===== src/rtl/mips_pkg.sv =====
// Shared MIPS decode constants, ALU op codes and the ID/EX control bundle.
// Used by id_ex_stage and reg_file.
package mips_pkg;

  localparam int unsigned RegAddrW = 5;

  localparam logic [5:0] OP_RTYPE = 6'b000000;
  localparam logic [5:0] OP_LW    = 6'b100011;
  localparam logic [5:0] OP_SW    = 6'b101011;
  localparam logic [5:0] OP_BEQ   = 6'b000100;
  localparam logic [5:0] OP_ADDI  = 6'b001000;

  typedef enum logic [1:0] {
    ALUOP_ADD   = 2'b00,
    ALUOP_SUB   = 2'b01,
    ALUOP_RTYPE = 2'b11
  } alu_op_e;

  localparam logic [5:0] F_ADD = 6'b100000;
  localparam logic [5:0] F_SUB = 6'b100010;
  localparam logic [5:0] F_AND = 6'b100100;
  localparam logic [5:0] F_OR  = 6'b100101;
  localparam logic [5:0] F_SLT = 6'b101010;

  typedef struct packed {
    logic                valid;
    logic                reg_write;
    logic [RegAddrW-1:0] rd;
    alu_op_e             alu_op;
    logic [5:0]          funct;
  } ex_ctrl_t;

  localparam ex_ctrl_t EX_CTRL_BUBBLE = '{
    valid:     1'b0,
    reg_write: 1'b0,
    rd:        '0,
    alu_op:    ALUOP_ADD,
    funct:     '0
  };

endpackage


===== src/rtl/id_ex_stage_if.sv =====
// IF/ID input, writeback and ID/EX output bundle of the decode stage.
// master drives instructions/writeback, slave is the decode stage itself.
interface id_ex_stage_if #(
  parameter int unsigned WIDTH = 32
);
  import mips_pkg::*;

  logic [31:0]         instr;
  logic                if_valid;
  logic                stall;
  logic                flush;
  logic                wb_we;
  logic [RegAddrW-1:0] wb_addr;
  logic [WIDTH-1:0]    wb_data;

  logic [WIDTH-1:0]    a;
  logic [WIDTH-1:0]    b;
  logic [1:0]          Alu_op;
  logic [5:0]          funct;
  logic [WIDTH-1:0]    ex_store_data;
  logic [RegAddrW-1:0] ex_rd;
  logic                ex_reg_write;
  logic                ex_valid;

  modport master (
    output instr, if_valid, stall, flush, wb_we, wb_addr, wb_data,
    input  a, b, Alu_op, funct, ex_store_data, ex_rd, ex_reg_write, ex_valid
  );

  modport slave (
    input  instr, if_valid, stall, flush, wb_we, wb_addr, wb_data,
    output a, b, Alu_op, funct, ex_store_data, ex_rd, ex_reg_write, ex_valid
  );

endinterface


===== src/rtl/reg_file.sv =====
// NREGS x WIDTH register file: two async read ports, one sync write port, r0 reads zero.
// ID_EX_BYPASS_EN makes a same-cycle write visible on the read ports (write-through).
module reg_file
  import mips_pkg::*;
#(
  parameter int unsigned NREGS = 32,
  parameter int unsigned WIDTH = 32
) (
  input  logic                clk,
  input  logic                reset,
  input  logic [RegAddrW-1:0] raddr_a_i,
  input  logic [RegAddrW-1:0] raddr_b_i,
  output logic [WIDTH-1:0]    rdata_a_o,
  output logic [WIDTH-1:0]    rdata_b_o,
  input  logic                we_i,
  input  logic [RegAddrW-1:0] waddr_i,
  input  logic [WIDTH-1:0]    wdata_i
);

  logic [NREGS-1:0][WIDTH-1:0] mem_q, mem_d;
  logic                        wr_en;

  assign wr_en = we_i && (waddr_i != '0) && (32'(waddr_i) < NREGS);

  always_comb begin
    mem_d = mem_q;
    if (wr_en) begin
      mem_d[waddr_i] = wdata_i;
    end
  end

  always_ff @(posedge clk) begin
    if (reset) begin
      mem_q <= '0;
    end else begin
      mem_q <= mem_d;
    end
  end

  always_comb begin
    rdata_a_o = '0;
    rdata_b_o = '0;
    if ((raddr_a_i != '0) && (32'(raddr_a_i) < NREGS)) begin
      rdata_a_o = mem_q[raddr_a_i];
    end
    if ((raddr_b_i != '0) && (32'(raddr_b_i) < NREGS)) begin
      rdata_b_o = mem_q[raddr_b_i];
    end
`ifdef ID_EX_BYPASS_EN
    // wr_en already excludes r0, so r0 stays zero even when bypassing
    if (wr_en && (waddr_i == raddr_a_i)) begin
      rdata_a_o = wdata_i;
    end
    if (wr_en && (waddr_i == raddr_b_i)) begin
      rdata_b_o = wdata_i;
    end
`endif
  end

endmodule


===== src/rtl/id_ex_stage.sv =====
// Decode/operand stage: register file read, instruction decode and the ID/EX register.
// Optional write-through read of the register file is enabled with ID_EX_BYPASS_EN.
module id_ex_stage
  import mips_pkg::*;
#(
  parameter int unsigned NREGS = 32,
  parameter int unsigned WIDTH = 32
) (
  input logic          clk,
  input logic          reset,
  id_ex_stage_if.slave bus
);

  logic [5:0]          opcode;
  logic [RegAddrW-1:0] rs, rt, rd_field;
  logic [WIDTH-1:0]    rs_val, rt_val, imm_sext;

  assign opcode   = bus.instr[31:26];
  assign rs       = bus.instr[25:21];
  assign rt       = bus.instr[20:16];
  assign rd_field = bus.instr[15:11];
  assign imm_sext = {{(WIDTH-16){bus.instr[15]}}, bus.instr[15:0]};

  reg_file #(
    .NREGS(NREGS),
    .WIDTH(WIDTH)
  ) u_reg_file (
    .clk      (clk),
    .reset    (reset),
    .raddr_a_i(rs),
    .raddr_b_i(rt),
    .rdata_a_o(rs_val),
    .rdata_b_o(rt_val),
    .we_i     (bus.wb_we),
    .waddr_i  (bus.wb_addr),
    .wdata_i  (bus.wb_data)
  );

  ex_ctrl_t         dec_ctrl;
  logic [WIDTH-1:0] dec_b;

  // Unknown opcodes become a valid NOP: control of a bubble, operand A still rs.
  always_comb begin
    dec_ctrl       = EX_CTRL_BUBBLE;
    dec_ctrl.valid = 1'b1;
    dec_b          = '0;
    case (opcode)
      OP_RTYPE: begin
        dec_ctrl.alu_op    = ALUOP_RTYPE;
        dec_ctrl.funct     = bus.instr[5:0];
        dec_ctrl.rd        = rd_field;
        dec_ctrl.reg_write = 1'b1;
        dec_b              = rt_val;
      end
      OP_LW, OP_ADDI: begin
        dec_ctrl.rd        = rt;
        dec_ctrl.reg_write = 1'b1;
        dec_b              = imm_sext;
      end
      OP_SW: begin
        dec_b = imm_sext;
      end
      OP_BEQ: begin
        dec_ctrl.alu_op = ALUOP_SUB;
        dec_b           = rt_val;
      end
      default: ;
    endcase
    if (dec_ctrl.rd == '0) begin
      dec_ctrl.reg_write = 1'b0;
    end
  end

  ex_ctrl_t         ctrl_q, ctrl_d;
  logic [WIDTH-1:0] a_q, a_d;
  logic [WIDTH-1:0] b_q, b_d;
  logic [WIDTH-1:0] sd_q, sd_d;

  // flush beats stall; an invalid fetch slot captures a bubble
  always_comb begin
    ctrl_d = ctrl_q;
    a_d    = a_q;
    b_d    = b_q;
    sd_d   = sd_q;
    if (bus.flush || (!bus.stall && !bus.if_valid)) begin
      ctrl_d = EX_CTRL_BUBBLE;
      a_d    = '0;
      b_d    = '0;
      sd_d   = '0;
    end else if (!bus.stall) begin
      ctrl_d = dec_ctrl;
      a_d    = rs_val;
      b_d    = dec_b;
      sd_d   = rt_val;
    end
  end

  always_ff @(posedge clk) begin
    if (reset) begin
      ctrl_q <= EX_CTRL_BUBBLE;
      a_q    <= '0;
      b_q    <= '0;
      sd_q   <= '0;
    end else begin
      ctrl_q <= ctrl_d;
      a_q    <= a_d;
      b_q    <= b_d;
      sd_q   <= sd_d;
    end
  end

  assign bus.a             = a_q;
  assign bus.b             = b_q;
  assign bus.Alu_op        = ctrl_q.alu_op;
  assign bus.funct         = ctrl_q.funct;
  assign bus.ex_store_data = sd_q;
  assign bus.ex_rd         = ctrl_q.rd;
  assign bus.ex_reg_write  = ctrl_q.reg_write;
  assign bus.ex_valid      = ctrl_q.valid;

endmodule


===== src/flat_wrapper.sv =====
// flat-port wrapper written by rule: the top's interface ports become plain ports
module id_ex_stage_flat import mips_pkg::*;
#(
  parameter int unsigned NREGS = 32,
  parameter int unsigned WIDTH = 32
)
  (clk, reset, bus_instr, bus_if_valid, bus_stall, bus_flush, bus_wb_we, bus_wb_addr, bus_wb_data, bus_a, bus_b, bus_Alu_op, bus_funct, bus_ex_store_data, bus_ex_rd, bus_ex_reg_write, bus_ex_valid);
  id_ex_stage_if #(.WIDTH(WIDTH)) bus_i ();
  input logic clk;
  input logic reset;
  input wire logic [$bits(bus_i.instr)-1:0] bus_instr;
  input wire logic [$bits(bus_i.if_valid)-1:0] bus_if_valid;
  input wire logic [$bits(bus_i.stall)-1:0] bus_stall;
  input wire logic [$bits(bus_i.flush)-1:0] bus_flush;
  input wire logic [$bits(bus_i.wb_we)-1:0] bus_wb_we;
  input wire logic [$bits(bus_i.wb_addr)-1:0] bus_wb_addr;
  input wire logic [$bits(bus_i.wb_data)-1:0] bus_wb_data;
  output wire logic [$bits(bus_i.a)-1:0] bus_a;
  output wire logic [$bits(bus_i.b)-1:0] bus_b;
  output wire logic [$bits(bus_i.Alu_op)-1:0] bus_Alu_op;
  output wire logic [$bits(bus_i.funct)-1:0] bus_funct;
  output wire logic [$bits(bus_i.ex_store_data)-1:0] bus_ex_store_data;
  output wire logic [$bits(bus_i.ex_rd)-1:0] bus_ex_rd;
  output wire logic [$bits(bus_i.ex_reg_write)-1:0] bus_ex_reg_write;
  output wire logic [$bits(bus_i.ex_valid)-1:0] bus_ex_valid;
  assign bus_i.instr = bus_instr;
  assign bus_i.if_valid = bus_if_valid;
  assign bus_i.stall = bus_stall;
  assign bus_i.flush = bus_flush;
  assign bus_i.wb_we = bus_wb_we;
  assign bus_i.wb_addr = bus_wb_addr;
  assign bus_i.wb_data = bus_wb_data;
  assign bus_a = bus_i.a;
  assign bus_b = bus_i.b;
  assign bus_Alu_op = bus_i.Alu_op;
  assign bus_funct = bus_i.funct;
  assign bus_ex_store_data = bus_i.ex_store_data;
  assign bus_ex_rd = bus_i.ex_rd;
  assign bus_ex_reg_write = bus_i.ex_reg_write;
  assign bus_ex_valid = bus_i.ex_valid;
  id_ex_stage #(.NREGS(NREGS), .WIDTH(WIDTH)) u_core (.clk(clk), .reset(reset), .bus(bus_i));
endmodule

===== config.mk =====
export PLATFORM = sky130hd
export DESIGN_NAME = id_ex_stage_flat
export DESIGN_NICKNAME = d
export VERILOG_FILES = /design/src/rtl/mips_pkg.sv /design/src/rtl/id_ex_stage_if.sv /design/src/rtl/reg_file.sv /design/src/rtl/id_ex_stage.sv /design/src/flat_wrapper.sv
export SDC_FILE = /design/constraint.sdc
export NUM_CORES = 2
export LEC_CHECK = 0
export BUFFER_PORTS_ARGS = -buffer_cell sky130_fd_sc_hd__buf_2
export CORE_ASPECT_RATIO = 0.75
export CORE_MARGIN = 5
export CORE_UTILIZATION = 45
export DETAILED_ROUTE_END_ITERATION = 8
export HOLD_SLACK_MARGIN = 0.06
export PLACE_DENSITY = 0.63
export SYNTH_ARGS = -nofsm -noshare
export SYNTH_HDL_FRONTEND = slang
export SYNTH_SLANG_ARGS = --single-unit

===== constraint.sdc =====
create_clock -name clk -period 2.7 [get_ports clk]
set_clock_uncertainty 0.1 [all_clocks]
set_input_delay 0.27 -clock clk [delete_from_list [all_inputs] [get_ports clk]]
set_output_delay 0.27 -clock clk [all_outputs]
set_load 0.02 [all_outputs]

After elaboration in Yosys (flattened, before gate mapping)
Index checks and enable logic that the tools add are counted.
Word-level totals
  input port bits: 75
  logic and storage cells: 77
  flip-flop bits (word level): 1135
Cells by class
  multiplexer cells: 14
  reduce and logical (&&, ||, !) cells: 15
  order comparisons: 4
  eq/ne operators: 4
Operators with widths (count)
  $bwmux W1024: 1
  $bmux W32 S5: 2
  $demux W32 S5: 1
  $mux W32: 5
  $pmux W32 S2: 1
  $lt A5 B6 Y1 const B: 3
  $reduce_bool A5 Y1: 3
  $eq A6 B6 Y1 const B: 2
  $pmux W6 S2: 1
  $eq A6 B3 Y1 const B: 1
  $eq A6 B4 Y1 const B: 1
  $logic_not A6 Y1: 1
  $mux W6: 1
  $reduce_or A2 Y1: 3
  $ge A5 B1 Y1 const B: 1
  $logic_not A5 Y1: 1
  $pmux W2 S2: 1
  $logic_and A1 B1 Y1: 3
  $reduce_or A3 Y1: 1
  $logic_not A1 Y1: 2
  $logic_or A1 B1 Y1: 1
  $mux W1: 1

Longest topological paths before layout
  word-level depth: 5
  depth in mapped cells: 11
  depth with buffers taken out: 5

Modules after synthesis
From an unflattened synthesis, not the netlist that was laid out.
Second synthesis, totals
  cell total of the unflattened synthesis: 6291
  area total of the unflattened synthesis: 56883.3 um^2
By module, submodules not included
  reg_file: cells each 5861, area an instance 52743.1 um^2, seq. area each 20499.7 um^2, instances 1
  id_ex_stage: cells each 430, area an instance 4140.2 um^2, seq. area each 2222.1 um^2, instances 1

Worst setup path before layout
No wires, ideal clock.
  path kind: input port to flip-flop
  start: in bus_instr[22]
  end: reg u_core.a_q[11], in the netlist u_core.bus.a[11]
  library setup time: 117 ps
  stages: 7
  setup slack: 350 ps
  required time: 2483 ps
  arrival: 2133 ps
  path buffers: 4
  cells stage by stage: buf_2 -> buf_2 -> buf_2 -> buf_1 -> mux4_2 -> a221o_1 -> a32o_1
Between the ends
  longest elaborated chain between the ends: 3
RTL lines
  start, declared: RTL line flat_wrapper.sv:11  | input wire logic [$bits(bus_i.instr)-1:0] bus_instr;
  $bmux W32 S5: RTL line reg_file.sv:44  | rdata_a_o = mem_q[raddr_a_i];
  $mux W32 (not written as such): RTL line reg_file.sv:44
  $mux W32 (*): RTL line reg_file.sv:43  | if ((raddr_a_i != '0) && (32'(raddr_a_i) < NREGS)) begin
  end signal, assigned: RTL line id_ex_stage.sv:101  | a_q <= '0;
  end signal, assigned: RTL line id_ex_stage.sv:106  | a_q <= a_d;
  end, declared: RTL line id_ex_stage.sv:75  | logic [WIDTH-1:0] a_q, a_d;
Every way passes the cells marked *; elsewhere a longest branch is shown, timed or not. The select of a mux whose other input is x is not followed.
A chain may end at the register's enable or synchronous reset.

Worst setup path in the final report
  start: in reset
  end: reg u_core.a_q[3], in the netlist u_core.bus.a[3]
Between the ends
  longest elaborated chain between the ends: 1
RTL lines
  start, declared: RTL line flat_wrapper.sv:10  | input logic reset;
  $reduce_or A2 Y1 (no line)
Every way passes these cells.

==> flow_metrics.py <==
metrics = {
    "outcome": {
        "status": "completed",
    },
    "synthesis": {
        "synth_area_leaders": "dfxtp_1 (41%), mux4_2 (15%), nand2_1 (14%)",
        "seq_area_frac_synth": 0.409,
        "synth_top_area_share": 0.409,
        "syn_avg_cell_area_um2": 8.83,
        "synthTopCellsByCount": "nand2_1 (2119), dfxtp_1 (1135), a21oi_1 (1059)",
        "synth_edf_count": 0,
        "netlist_area_um2": 55500,
        "synth_top_area_cell": "dfxtp_1",
        "async_flop_share": 0,
        "synth_warnings": 0,
        "synth.distinct_cells": 59,
        "yosys_most_used_dff": "dfxtp_1",
        "post-synth-top-count-cell": "nand2_1",
        "synthesis.nets": 6364,
        "synth-seq-cells": 1135,
        "synth_cells": 6289,
    },
    "clocking": {
        "htreeDepth": 3,
        "cts_hold_buf": 63,
        "cts_setup_buffers": 0,
        "clk_path_buf_depth": 3,
        "clock_latency_ps": 760,
        "cts_tree": "yes",
        "post_cts_resized": 0,
        "clk_pin_slew_worst_paths_ps": 60,
        "cts_sinks": 1135,
        "cts_made_buffers": 110,
        "cts_root_buffer": "clkbuf_16",
    },
    "critical_path": {
        "cp.required_ps": 3270,
        "worstSetupStartpoint": "reset",
        "cp-end-kind": "flop",
        "slowest_stage": "dlygate4sd3_1",
        "path_cells": "dlygate4sd3_1 > buf_8 > nor2_1 > o21ai_2 > dlygate4sd3_1 > nor2_1 > o31a_2 > buf_4 > a32o_1",
        "critPathMaxStageDelay_ps": 580,
        "reg2reg_from": "u_core.u_reg_file.mem_q[921]",
        "worstPathArrival_ps": 3180,
        "cp_max_fo": 20,
        "startpoint_type": "primary input",
        "crit_type": "in -> reg",
    },
    "drt": {
        "drt-vias-per-instance": 6.41,
        "wl_per_cell_um": 28.4,
        "wl_mm": 228,
        "num_vias": 51600,
        "drc": 0,
        "drtAntennaViolNets": 0,
        "dr.pass1.iters": 8,
        "drt_iter0_markers": 8138,
    },
    "global_routing": {
        "grt.total_usage": 0.336,
        "grt_pass1_vias": 48500,
        "overflow": 0,
        "grt_pass1_wl_mm": 329,
        "grt_max_degree": 196,
        "antenna_found_initial": 8,
    },
    "timing": {
        "max_freq_ghz": 0.383,
        "rsz0062_at_grt": "false",
        "setup_viol": 0,
        "slew_viol_final": 0,
        "fin_crit_ps": 2610,
        "worstMarginPinSlew_ps": 1150,
        "slew_headroom": 0.235,
        "timing.final.crit_share": 0.966,
        "setup_slack_ps": 91.1,
        "hold_violations": 0,
    },
    "hold_path": {
        "hp-start": "bus_instr[31]",
        "hp-class": "in -> reg",
    },
    "place": {
        "gp_congestion": 0.923,
        "dpl_worst_slack_ps": -162,
        "dp_hpwl_mm": 142,
        "port_buffers": 185,
        "place_inst": 7779,
    },
    "floorplan": {
        "die_h_um": 314,
        "fp.coreArea_um2": 122000,
        "die_area_um2": 131000,
        "initial_core_util": 0.454,
        "die_w_um": 416,
        "row_count": 111,
        "pin_count": 186,
    },
    "layout": {
        "fillers": 11100,
        "final_nets": 6391,
        "areaGrowthSynthToFinish_pct": 15.1,
        "drive_above_1_share": 0.186,
        "final_cells": 8049,
    },
    "power": {
        "power.density_nw_per_um2": 576,
        "p_leak_nw": 22.1,
        "ir_worst_vdd_mv": 0.572,
    },
    "run": {
        "cap_violations": 0,
    },
}
registers in the layout, summed over array words and instances (netlist names):
register                  flops
u_core.bus.ex_store_data     32
u_core.bus.Alu_op             2
u_core.bus.ex_rd              5
u_core.bus.a                 32
u_core.bus.funct              6
u_core.bus.b                 32
u_core.u_reg_file.mem_q    1024
u_core.bus.ex_valid           1
u_core.bus.ex_reg_write       1
metrics by stage:
step	hold slack [ps]	power, mW	setup TNS, ps	utilization	instance area (um2)
5_1_grt	145	37.6	0	0.522	63800
3_3_place_gp	335	20.4	-318	0.486	59400
3_5_place_dp	343	20.4	-375	0.486	59400
6_report	145	36.8	0	0.522	63900
4_1_cts	90.3	36.7	0	0.522	63800
2_1_floorplan	306	19.2	0	-	55500
power by group:
group	internal [mW]	total (mW)	switching, mW
Sequential	16.9	17.0	0.106
Combinational	1.08	3.27	2.18
Clock	9.45	16.5	7.08
cell families after synthesis:
| logic type | synth area share |
|---|---|
| simple gates | 0.163 |
| compound gates | 0.146 |
| flops | 0.409 |
| mux | 0.230 |
| buf+inv | 0.0507 |
area by class of cell:
class | instances | area, um2 | share of cell area
Antenna cell | 10 | 25.0 | 0.000392
Clock buffer | 162 | 3290 | 0.0515
Clock inverter | 35 | 477 | 0.00746
Inverter | 17 | 63.8 | 0.000999
Multi-Input combinational cell | 4508 | 30300 | 0.475
Sequential cell | 1135 | 22700 | 0.356
Tap cell | 1638 | 2050 | 0.0321
Timing Repair Buffer | 544 | 4930 | 0.0772
worst max-delay path, delay by kind of cell:
family / cells / cell delay, ps
AND/OR/NAND/NOR: 2 / 550
AO/OA/AOI/OAI: 3 / 560
buffers and inverters: 4 / 1740
routing by layer:
metal,part of all wire,vias to the layer above,global-route usage
li1,-,22100,-
met1,0.39,25200,0.465
met2,0.42,3759,0.482
met3,0.14,580,0.0999
met4,0.051,2,0.156
met5,0.000057,-,0
worst paths after layout:
check                            endpoint  depth (start not counted)  slack [ps]
max                       u_core.bus.a[3]                          9          90
min                       u_core.bus.b[0]                          7         150
max reg2reg              u_core.bus.b[25]                          5         520
min reg2reg  u_core.bus.ex_store_data[30]                          2         350
cell usage in the layout, fill, tap and decap left out, types with 31 or more instances in the layout:
cell and instances:
a32o_1 35, mux4_2 374, buf_2 177, nand2_1 2088
dlygate4sd3_1 63, buf_12 87, clkbuf_16 113, a21oi_1 1058
dfxtp_1 1135, a22oi_1 59, mux2i_1 324, nor2b_1 44
o221ai_1 59, o21ai_0 43, mux2_2 71, nand2_2 31
buf_4 211
Note: power is estimated with default switching activity, not from simulation.
